$ cat src/rtl/m68k_ddr_bus_front_if.sv
// Signal bundle between the 68000 bus front end, the CPU pins and the DDR bridge request port.
// The master view belongs to the front end (it issues bridge requests); slave is the CPU/bridge side.
interface m68k_ddr_bus_front_if;
   logic [23:1] cpu_addr;
   logic        cpu_as_n;
   logic        cpu_uds_n;
   logic        cpu_lds_n;
   logic        cpu_rw;
   logic [15:0] cpu_dout;
   logic [15:0] cpu_din;
   logic        cpu_dtack_n;
   logic        cpu_berr_n;
   logic [31:0] address;
   logic [15:0] wr_data;
   logic [1:0]  wr_byte_mask;
   logic        i_cen;
   logic        i_wren;
   logic        i_valid_p;
   logic [15:0] rd_data;
   logic        wr_ack_p;
   logic        o_valid_p;
   logic        mem_ready;

   modport master (
      input  cpu_addr,
      input  cpu_as_n,
      input  cpu_uds_n,
      input  cpu_lds_n,
      input  cpu_rw,
      input  cpu_dout,
      output cpu_din,
      output cpu_dtack_n,
      output cpu_berr_n,
      output address,
      output wr_data,
      output wr_byte_mask,
      output i_cen,
      output i_wren,
      output i_valid_p,
      input  rd_data,
      input  wr_ack_p,
      input  o_valid_p,
      input  mem_ready
   );

   modport slave (
      output cpu_addr,
      output cpu_as_n,
      output cpu_uds_n,
      output cpu_lds_n,
      output cpu_rw,
      output cpu_dout,
      input  cpu_din,
      input  cpu_dtack_n,
      input  cpu_berr_n,
      input  address,
      input  wr_data,
      input  wr_byte_mask,
      input  i_cen,
      input  i_wren,
      input  i_valid_p,
      output rd_data,
      output wr_ack_p,
      output o_valid_p,
      output mem_ready
   );
endinterface

$ cat src/rtl/m68k_ddr_bus_front.sv
// 68000 asynchronous bus front end: synchronises the strobes, issues one request per in-window
// bus cycle to the DDR bridge and returns DTACK on completion or BERR on watchdog expiry.
module m68k_ddr_bus_front #(
   parameter logic [23:0] DECODE_MASK    = 24'hF00000,
   parameter logic [23:0] DECODE_MATCH   = 24'h100000,
   parameter logic [31:0] DDR_BASE       = 32'h00000000,
   parameter int unsigned TIMEOUT_CYCLES = 1023
) (
   input logic                  sys_clock,
   input logic                  sys_resetn,
   m68k_ddr_bus_front_if.master bus
);

   localparam logic [2:0] StIdle = 3'd0;
   localparam logic [2:0] StReq  = 3'd1;
   localparam logic [2:0] StWait = 3'd2;
   localparam logic [2:0] StAck  = 3'd3;
   localparam logic [2:0] StBerr = 3'd4;

   localparam logic [15:0] TimeoutLimit = 16'(TIMEOUT_CYCLES);

   // Strobe synchronisers, bit order {as, uds, lds}; idle level is all ones.
   logic [2:0]  strb_meta_q;
   logic [2:0]  strb_s_q;
   logic        as_s;
   logic        uds_s;
   logic        lds_s;

   logic [2:0]  state_q;
   logic [2:0]  state_d;
   logic [15:0] timer_q;
   logic [15:0] timer_d;
   logic [15:0] timer_inc;
   logic        aborted_q;
   logic        aborted_d;
   logic [31:0] address_q;
   logic [31:0] address_d;
   logic [15:0] wr_data_q;
   logic [15:0] wr_data_d;
   logic [1:0]  mask_q;
   logic [1:0]  mask_d;
   logic        wren_q;
   logic        wren_d;
   logic [15:0] din_q;
   logic [15:0] din_d;
   logic        valid_q;
   logic        valid_d;
   logic        cen_q;
   logic        cen_d;
   logic        dtack_n_q;
   logic        dtack_n_d;
   logic        berr_n_q;
   logic        berr_n_d;

   logic        in_window;
   logic        req_hit;
   logic        done;

   always_ff @(posedge sys_clock or negedge sys_resetn) begin
      if (!sys_resetn) begin
         strb_meta_q <= 3'b111;
         strb_s_q    <= 3'b111;
      end else begin
         strb_meta_q <= {bus.cpu_as_n, bus.cpu_uds_n, bus.cpu_lds_n};
         strb_s_q    <= strb_meta_q;
      end
   end

   assign as_s  = strb_s_q[2];
   assign uds_s = strb_s_q[1];
   assign lds_s = strb_s_q[0];

   assign in_window = (({bus.cpu_addr, 1'b0} & DECODE_MASK) == DECODE_MATCH);
   assign req_hit   = !as_s && (!uds_s || !lds_s) && in_window && bus.mem_ready;
   // Only the completion type matching the outstanding request counts.
   assign done      = wren_q ? bus.o_valid_p : bus.wr_ack_p;
   assign timer_inc = timer_q + 16'd1;

   always_comb begin
      state_d   = state_q;
      timer_d   = timer_q;
      aborted_d = aborted_q;
      address_d = address_q;
      wr_data_d = wr_data_q;
      mask_d    = mask_q;
      wren_d    = wren_q;
      din_d     = din_q;

      unique case (state_q)
         StIdle: begin
            timer_d   = '0;
            aborted_d = 1'b0;
            if (req_hit) begin
               state_d   = StReq;
               address_d = DDR_BASE + {8'b0, bus.cpu_addr, 1'b0};
               wr_data_d = bus.cpu_dout;
               mask_d    = {~uds_s, ~lds_s};
               wren_d    = bus.cpu_rw;
            end
         end
         StReq: begin
            timer_d = '0;
            state_d = StWait;
            if (as_s) aborted_d = 1'b1;
         end
         StWait: begin
            timer_d = timer_inc;
            if (as_s) aborted_d = 1'b1;
            if (done) begin
               state_d = StAck;
               if (wren_q) din_d = bus.rd_data;
            end else if (timer_inc == TimeoutLimit) begin
               state_d = StBerr;
            end
         end
         StAck, StBerr: begin
            if (as_s || aborted_q) state_d = StIdle;
         end
         default: state_d = StIdle;
      endcase

      // A cycle the CPU already abandoned gets neither DTACK nor BERR; it just drains to idle.
      valid_d   = (state_d == StReq);
      cen_d     = !((state_d == StReq) || (state_d == StWait));
      dtack_n_d = !((state_d == StAck) && !aborted_d);
      berr_n_d  = !((state_d == StBerr) && !aborted_d);
   end

   always_ff @(posedge sys_clock or negedge sys_resetn) begin
      if (!sys_resetn) begin
         state_q   <= StIdle;
         timer_q   <= '0;
         aborted_q <= 1'b0;
         address_q <= '0;
         wr_data_q <= '0;
         mask_q    <= '0;
         wren_q    <= 1'b1;
         din_q     <= '0;
         valid_q   <= 1'b0;
         cen_q     <= 1'b1;
         dtack_n_q <= 1'b1;
         berr_n_q  <= 1'b1;
      end else begin
         state_q   <= state_d;
         timer_q   <= timer_d;
         aborted_q <= aborted_d;
         address_q <= address_d;
         wr_data_q <= wr_data_d;
         mask_q    <= mask_d;
         wren_q    <= wren_d;
         din_q     <= din_d;
         valid_q   <= valid_d;
         cen_q     <= cen_d;
         dtack_n_q <= dtack_n_d;
         berr_n_q  <= berr_n_d;
      end
   end

   assign bus.cpu_din      = din_q;
   assign bus.cpu_dtack_n  = dtack_n_q;
   assign bus.cpu_berr_n   = berr_n_q;
   assign bus.address      = address_q;
   assign bus.wr_data      = wr_data_q;
   assign bus.wr_byte_mask = mask_q;
   assign bus.i_cen        = cen_q;
   assign bus.i_wren       = wren_q;
   assign bus.i_valid_p    = valid_q;

endmodule

$ cat src/flat_wrapper.sv
// flat-port wrapper written by rule: the top's interface ports become plain ports
module m68k_ddr_bus_front_flat 
#(
   parameter logic [23:0] DECODE_MASK    = 24'hF00000,
   parameter logic [23:0] DECODE_MATCH   = 24'h100000,
   parameter logic [31:0] DDR_BASE       = 32'h00000000,
   parameter int unsigned TIMEOUT_CYCLES = 1023
)
  (sys_clock, sys_resetn, bus_cpu_addr, bus_cpu_as_n, bus_cpu_uds_n, bus_cpu_lds_n, bus_cpu_rw, bus_cpu_dout, bus_cpu_din, bus_cpu_dtack_n, bus_cpu_berr_n, bus_address, bus_wr_data, bus_wr_byte_mask, bus_i_cen, bus_i_wren, bus_i_valid_p, bus_rd_data, bus_wr_ack_p, bus_o_valid_p, bus_mem_ready);
  m68k_ddr_bus_front_if bus_i ();
  input logic sys_clock;
  input logic sys_resetn;
  input wire logic [$bits(bus_i.cpu_addr)-1:0] bus_cpu_addr;
  input wire logic [$bits(bus_i.cpu_as_n)-1:0] bus_cpu_as_n;
  input wire logic [$bits(bus_i.cpu_uds_n)-1:0] bus_cpu_uds_n;
  input wire logic [$bits(bus_i.cpu_lds_n)-1:0] bus_cpu_lds_n;
  input wire logic [$bits(bus_i.cpu_rw)-1:0] bus_cpu_rw;
  input wire logic [$bits(bus_i.cpu_dout)-1:0] bus_cpu_dout;
  output wire logic [$bits(bus_i.cpu_din)-1:0] bus_cpu_din;
  output wire logic [$bits(bus_i.cpu_dtack_n)-1:0] bus_cpu_dtack_n;
  output wire logic [$bits(bus_i.cpu_berr_n)-1:0] bus_cpu_berr_n;
  output wire logic [$bits(bus_i.address)-1:0] bus_address;
  output wire logic [$bits(bus_i.wr_data)-1:0] bus_wr_data;
  output wire logic [$bits(bus_i.wr_byte_mask)-1:0] bus_wr_byte_mask;
  output wire logic [$bits(bus_i.i_cen)-1:0] bus_i_cen;
  output wire logic [$bits(bus_i.i_wren)-1:0] bus_i_wren;
  output wire logic [$bits(bus_i.i_valid_p)-1:0] bus_i_valid_p;
  input wire logic [$bits(bus_i.rd_data)-1:0] bus_rd_data;
  input wire logic [$bits(bus_i.wr_ack_p)-1:0] bus_wr_ack_p;
  input wire logic [$bits(bus_i.o_valid_p)-1:0] bus_o_valid_p;
  input wire logic [$bits(bus_i.mem_ready)-1:0] bus_mem_ready;
  assign bus_i.cpu_addr = bus_cpu_addr;
  assign bus_i.cpu_as_n = bus_cpu_as_n;
  assign bus_i.cpu_uds_n = bus_cpu_uds_n;
  assign bus_i.cpu_lds_n = bus_cpu_lds_n;
  assign bus_i.cpu_rw = bus_cpu_rw;
  assign bus_i.cpu_dout = bus_cpu_dout;
  assign bus_cpu_din = bus_i.cpu_din;
  assign bus_cpu_dtack_n = bus_i.cpu_dtack_n;
  assign bus_cpu_berr_n = bus_i.cpu_berr_n;
  assign bus_address = bus_i.address;
  assign bus_wr_data = bus_i.wr_data;
  assign bus_wr_byte_mask = bus_i.wr_byte_mask;
  assign bus_i_cen = bus_i.i_cen;
  assign bus_i_wren = bus_i.i_wren;
  assign bus_i_valid_p = bus_i.i_valid_p;
  assign bus_i.rd_data = bus_rd_data;
  assign bus_i.wr_ack_p = bus_wr_ack_p;
  assign bus_i.o_valid_p = bus_o_valid_p;
  assign bus_i.mem_ready = bus_mem_ready;
  m68k_ddr_bus_front #(.DECODE_MASK(DECODE_MASK), .DECODE_MATCH(DECODE_MATCH), .DDR_BASE(DDR_BASE), .TIMEOUT_CYCLES(TIMEOUT_CYCLES)) u_core (.sys_clock(sys_clock), .sys_resetn(sys_resetn), .bus(bus_i));
endmodule
$ cat config.mk
export PLATFORM = sky130hd
export DESIGN_NAME = m68k_ddr_bus_front_flat
export DESIGN_NICKNAME = d
export VERILOG_FILES = /design/src/rtl/m68k_ddr_bus_front_if.sv /design/src/rtl/m68k_ddr_bus_front.sv /design/src/flat_wrapper.sv
export SDC_FILE = /design/constraint.sdc
export NUM_CORES = 1
export LEC_CHECK = 0
export CAP_MARGIN = 5
export CORE_MARGIN = 2
export CORE_UTILIZATION = 40
export DETAILED_ROUTE_END_ITERATION = 8
export GPL_TIMING_DRIVEN = 0
export PLACE_DENSITY = 0.72
export SLEW_MARGIN = 10
export SYNTH_ARGS = -nofsm -noshare
export SYNTH_HDL_FRONTEND = slang
export SYNTH_SLANG_ARGS = --single-unit
$ cat constraint.sdc
create_clock -name sys_clock -period 1.95 [get_ports sys_clock]
set_input_delay 0.39 -clock sys_clock [delete_from_list [all_inputs] [get_ports sys_clock]]
set_output_delay 0.39 -clock sys_clock [all_outputs]
set_load 0.01 [all_outputs]
* After elaboration in Yosys (flattened, before gate mapping) *
Cells that the tools add are included.

storage, ports and cells
  register bits after elaboration = 88
  bits of input ports = 64
  output and inout bits = 71
  word-level logic and storage cells = 58

operators by class
  add/subtract/negate cells = 1
  equality and inequality tests = 10
  mux-type cells = 9
  bitwise gates (word level) = 2
  reductions and logical operators = 22

operators with widths
  kind                                                    number
  case mux 16 bit (2 select lines)                        1
  adder 16 x 1 -> 16 bit (second input constant)          1
  equality test 16 x 10 -> 1 bit (second input constant)  1
  equality test 3 x 2 -> 1 bit (second input constant)    4
  two-way mux 3 bit                                       4
  case mux 3 bit (4 select lines)                         1
  zero test 1 bit                                         7
  equality test 3 x 1 -> 1 bit (second input constant)    2
  equality test 3 bit (second input constant)             2
  OR reduction 2 bit                                      3
  logical AND 1 bit                                       5
  equality test 4 x 1 -> 1 bit (second input constant)    1
  zero test 3 bit                                         1
  logical OR 1 bit                                        3
  AND reduction 3 bit                                     1
  two-way mux 1 bit                                       2
  inverter 1 bit                                          2
  case mux 1 bit (2 select lines)                         1
  AND reduction 2 bit                                     1
  nonzero test 2 bit                                      1

* Longest topological paths before layout *
  depth after elaboration = 10
  gate-level depth with buffers = 7

* Worst setup path after synthesis *
Ideal clock, no wire load.

  path type = reg2reg
  start point = register u_core.timer_q[0]
  end point = register u_core.berr_n_q, in the netlist u_core.bus.cpu_berr_n
  library setup time = 93 ps
  data arrival time = 1722 ps
  data required time = 1857 ps
  path slack = 136 ps
  stages on the path, launching flop included = 8
  buffers on the path = 0
  period minus slack after synthesis = 1814 ps
  cells stage by stage = dfrtp_1 ha_1 xnor2_1 or3_1 nor3_1 nand4_2 nor3b_2 o22ai_1

on the way
  cells in the longest elaborated chain, start to end = 8

RTL lines
  item                             RTL line                   RTL
  start, declared                  m68k_ddr_bus_front.sv:31   logic [15:0] timer_q;
  start signal, assigned           m68k_ddr_bus_front.sv:145  timer_q <= timer_d;
  adder 16 x 1 -> 16 bit           m68k_ddr_bus_front.sv:77   assign timer_inc = timer_q + 16'd1;
  equality test 16 x 10 -> 1 bit   m68k_ddr_bus_front.sv:112  end else if (timer_inc == TimeoutLimit) begin
  two-way mux 3 bit                m68k_ddr_bus_front.sv:112
  two-way mux 3 bit                m68k_ddr_bus_front.sv:109  if (done) begin
  case mux 3 bit (4 select lines)  m68k_ddr_bus_front.sv:89   unique case (state_q)
  equality test 3 bit              m68k_ddr_bus_front.sv:126  berr_n_d = !((state_d == StBerr) && !aborted_d);
  logical AND 1 bit                m68k_ddr_bus_front.sv:126
  zero test 1 bit                  m68k_ddr_bus_front.sv:126
  via u_core.berr_n_d              m68k_ddr_bus_front.sv:53   logic berr_n_d;
  end signal, assigned             m68k_ddr_bus_front.sv:155  berr_n_q <= berr_n_d;
  end, declared                    m68k_ddr_bus_front.sv:52   logic berr_n_q;

The timed path passes the listed nets, and every way through them passes these cells.
A chain may end at the register's enable or synchronous reset.

* Worst setup path after layout *
Same ends and word-level chain as after synthesis.

==> flow_metrics.tcl <==
set metrics [dict create \
    wl_met1_mm 3.45 \
    vdd_drop_max_v 0.000624 \
    crit_family "simple AND/OR/NAND/NOR gates" \
    rsz0062_at_grt "true" \
    max_slew_margin 0.595 \
    r2r_cells 9 \
    crit_path_end_kind "register" \
    nNetsFinal 513 \
    worst_pin_slew_ns 0.608 \
    critPathBufInv 3 \
    skew_ns 0.00858 \
    reg2reg_from "u_core.timer_q[0]" \
    worst_hold_path_type "reg -> reg" \
    netSwitchingPower_w 0.00178 \
    status "finished clean" \
    critPathKind "reg -> reg" \
    dpl.cell_count 539 \
    grt_pass1_vias 2814 \
    placed_area_mm2 0.00520 \
    io_buffers 125 \
    wl_per_cell_um 15.4 \
    met2_length_mm 4.51 \
    insertion_delay_ns 0.36 \
    crit_slowest_cell "dfrtp_2" \
    crit_required_ns 2.22 \
    htree_levels 3 \
    cts.path.max_buffers 2 \
    whs_ns 0.360 \
    ys.flop_type "dfrtp_1" \
    pwr-share-comb 0.362 \
    finalHoldViolations 0 \
    clock_sinks 88 \
    dieHeight_um 101 \
    drv_cap 0 \
    core_area_mm2 0.00920 \
    powerDensity_mw_per_mm2 1030 \
    async_reset_ff_frac 1.00 \
    drt_iter0_drc 89 \
    fmax_ghz 0.524 \
    die_width_um 101 \
    dr.max_layer_used "met4" \
    yosys.area.top_type "dfrtp_1" \
    stdcell_count 563 \
    arrival_ns 2.18 \
    synth_edf_count 0 \
    dr_total_vias 2864 \
    power_switching_share 0.311 \
    syn_inst 294 \
    endpoint "u_core.bus.cpu_berr_n" \
    setup_viol 0 \
    post-dp-hpwl_mm 6.20 \
    viasPerCell 5.09 \
    drtPass1Iterations 4 \
    ys_seq_elements 88 \
    grt_max_degree 65 \
    grtUsageTotal 0.168 \
    period_share 0.979 \
    initial_core_util 0.408 \
    numCtsBuffers 9 \
    postLayoutSetupSlackWorst_ns 0.0415 \
    seq_power_share 0.434 \
    synth_area_leaders "dfrtp_1 (52%), mux2_2 (16%), dfstp_2 (7.0%), o21ai_0 (3.9%), buf_4 (2.2%)" \
    reg2reg_to "u_core.bus.cpu_berr_n" \
    fill_cells 771 \
    rows 35 \
    seq_area_frac_synth 0.590 \
    gp_congestion 0.913 \
    ios 135 \
    crit_cells 9 \
    syn_area_per_cell_um2 12.8 \
    wl_met3_um 648 \
    finalCriticalPeriod_ns 1.91 \
    netlist_area_mm2 0.00376 \
    fin_area_mm2 0.00559 \
    yosysWarnings 0 \
    critPathMaxFanout 5 \
    grt-ovfl-total 0 \
    antenna_found_initial 0 \
    crit_chain "buf_6 > buf_4 > inv_2 > ha_2 > nand4b_1 > nor3_2 > nand4_2 > nor3b_2 > o22ai_1" \
    pre_cts_slack_ns -0.485 \
    clkTransAtPathRegs_ns 0.09 \
    cts_tree "done" \
    die_area_mm2 0.0102 \
    r2r_slack_ns 0.04 \
    synth.most_common_cell "dfrtp_1" \
    drive_gt1_frac 0.303 \
    ant_nets 0 \
    synth_top_area_share 0.520 \
    route.detailed.drc 0 \
    synthTopCellsByCount "dfrtp_1 (78), mux2_2 (52), o21ai_0 (29)" \
    cp_slowest_stage_delay_ns 0.47 \
    p_leak_nw 2.48 \
    startpoint "u_core.timer_q[0]" \
    diodes 0 \
    p_clk_frac 0.204 \
    p_int_w 0.00395 \
    drt-total-wl_mm 8.69 \
    synth_cell_type_count 47 \
    root_buffer "clkbuf_8" \
    area.growth.synth_to_final_pct 48.9 \
    grt_first_pass_wirelength_mm 13.3 \
    final_max_slew_viol_count 0 \
    critPathLaunchType "register" \
]
-- worst register-to-register path: cells and delay by family, from the launching register on --
family                   cells  cell delay (ns)
AO/OA/AOI/OAI                1             0.12
buffers and inverters        3             0.31
flip-flops                   1             0.47
adder cells (fa/ha/maj)      1             0.16
AND/OR/NAND/NOR              4             0.75
-- through the flow --
step | setup TNS (ns) | utilization | total power (W)
floorplan | 0 | - | 0.00340
global placement | -246.64 | 0.563 | 0.00443
detailed placement | -18.66 | 0.566 | 0.00450
CTS | -0.0114 | 0.591 | 0.00570
global route | -0.0947 | 0.608 | 0.00606
finish | 0 | 0.608 | 0.00573
-- routing by layer --
layer,vias up,track usage
met5,-,0
met4,0,0.0457
met3,9,0.0645
met2,94,0.284
met1,1429,0.201
li1,1332,-
-- state kept, by name, indices dropped and copies added, names as in the netlist --
register                 flops
u_core.bus.i_cen             1
u_core.state_q               3
u_core.strb_s_q              3
u_core.bus.cpu_din          16
u_core.bus.i_valid_p         1
u_core.timer_q              16
u_core.bus.i_wren            1
u_core.aborted_q             1
u_core.bus.address          23
u_core.bus.wr_byte_mask      2
u_core.bus.cpu_berr_n        1
u_core.strb_meta_q           3
u_core.bus.cpu_dtack_n       1
u_core.bus.wr_data          16
-- cells by family (layout without fill, tap and decap cells) --
| group | after synthesis | after routing | share of synthesized area |
|---|---|---|---|
| and+or+nand+nor | 69 | 69 | 0.108 |
| xor gates and xnor gates | 5 | 5 | 0.0117 |
| other | 1 | 9 | 0.000998 |
| DFF | 88 | 88 | 0.590 |
| buffers and inverters | 26 | 176 | 0.0456 |
| adders and majority gates | 2 | 2 | 0.00666 |
| muxes | 53 | 53 | 0.159 |
| AOI/OAI and AO/OA | 50 | 50 | 0.0793 |
-- cells in the final DEF (no fill, tap or decap), types with 2 or more instances in the layout --
cell type        Yosys  routed
and2_1               4       4
dfstp_2             10      10
o22ai_1              3       3
o21a_1               2       2
nor2_1               7       7
xnor2_1              4       3
o41ai_1              4       4
dfrtp_1             78      72
o21ai_0             29      29
inv_1                4       3
mux2_2              52      52
clkinv_2             0       2
nand2b_1             3       3
and3_1               2       2
a21oi_1              5       5
inv_6                0       3
conb_1               1       9
or3_4                0       2
clkbuf_8             2      11
buf_6                1       3
dfrtp_2              0       6
nand4_1              3       3
nand3_1              7       6
clkbuf_1             4       2
nand2_1             21      21
clkdlybuf4s50_1      0     123
buf_4               11      21
a31oi_1              2       2
nand4b_1             2       2
nor4_4               0       2
-- how the worst min path moves through the flow --
stage	slack (ns)	end	startpoint	cells after the start
4_1_cts	0.36	u_core.strb_s_q[1]	u_core.strb_meta_q[1]	0
6_report	0.36	u_core.strb_s_q[1]	u_core.strb_meta_q[1]	0
2_1_floorplan	0.09	u_core.aborted_q	sys_resetn	0
3_3_place_gp	0.35	u_core.strb_s_q[0]	u_core.strb_meta_q[0]	0
3_5_place_dp	0.32	u_core.bus.cpu_din[9]	sys_resetn	1
5_1_grt	0.37	u_core.strb_s_q[1]	u_core.strb_meta_q[1]	0
-- power groups by stage --
stage	clock, W	combinational, W	sequential [W]
floorplan	0	0.000748	0.00265
global placement	0	0.00194	0.00249
detailed placement	0	0.00199	0.00251
CTS	0.00121	0.00202	0.00248
global route	0.00129	0.00222	0.00254
finish	0.00117	0.00207	0.00249
-- layout make-up --
type | instances | area, µm² | share of cell area
clock inverter | 7 | 52.6 | 0.00940
timing repair buffer | 134 | 1350 | 0.241
buffer | 22 | 173 | 0.0309
tap | 111 | 139 | 0.0248
clock buffer | 9 | 124 | 0.0222
sequential | 88 | 2220 | 0.397
inverter | 4 | 15.0 | 0.00269
multi-input combinational | 188 | 1520 | 0.272
-- what timing repair did --
| item | in CTS | in global routing |
|---|---|---|
| hold buffers | 1 | 0 |
| endpoints found under the hold margin | 23 | 0 |
| gates resized for setup | 13 | 28 |
| endpoints found under the setup margin | 46 | 46 |
| buffers inserted | 0 | 7 |
| pin swaps | 3 | 4 |
Note: power is estimated with default switching activity, not from simulation.
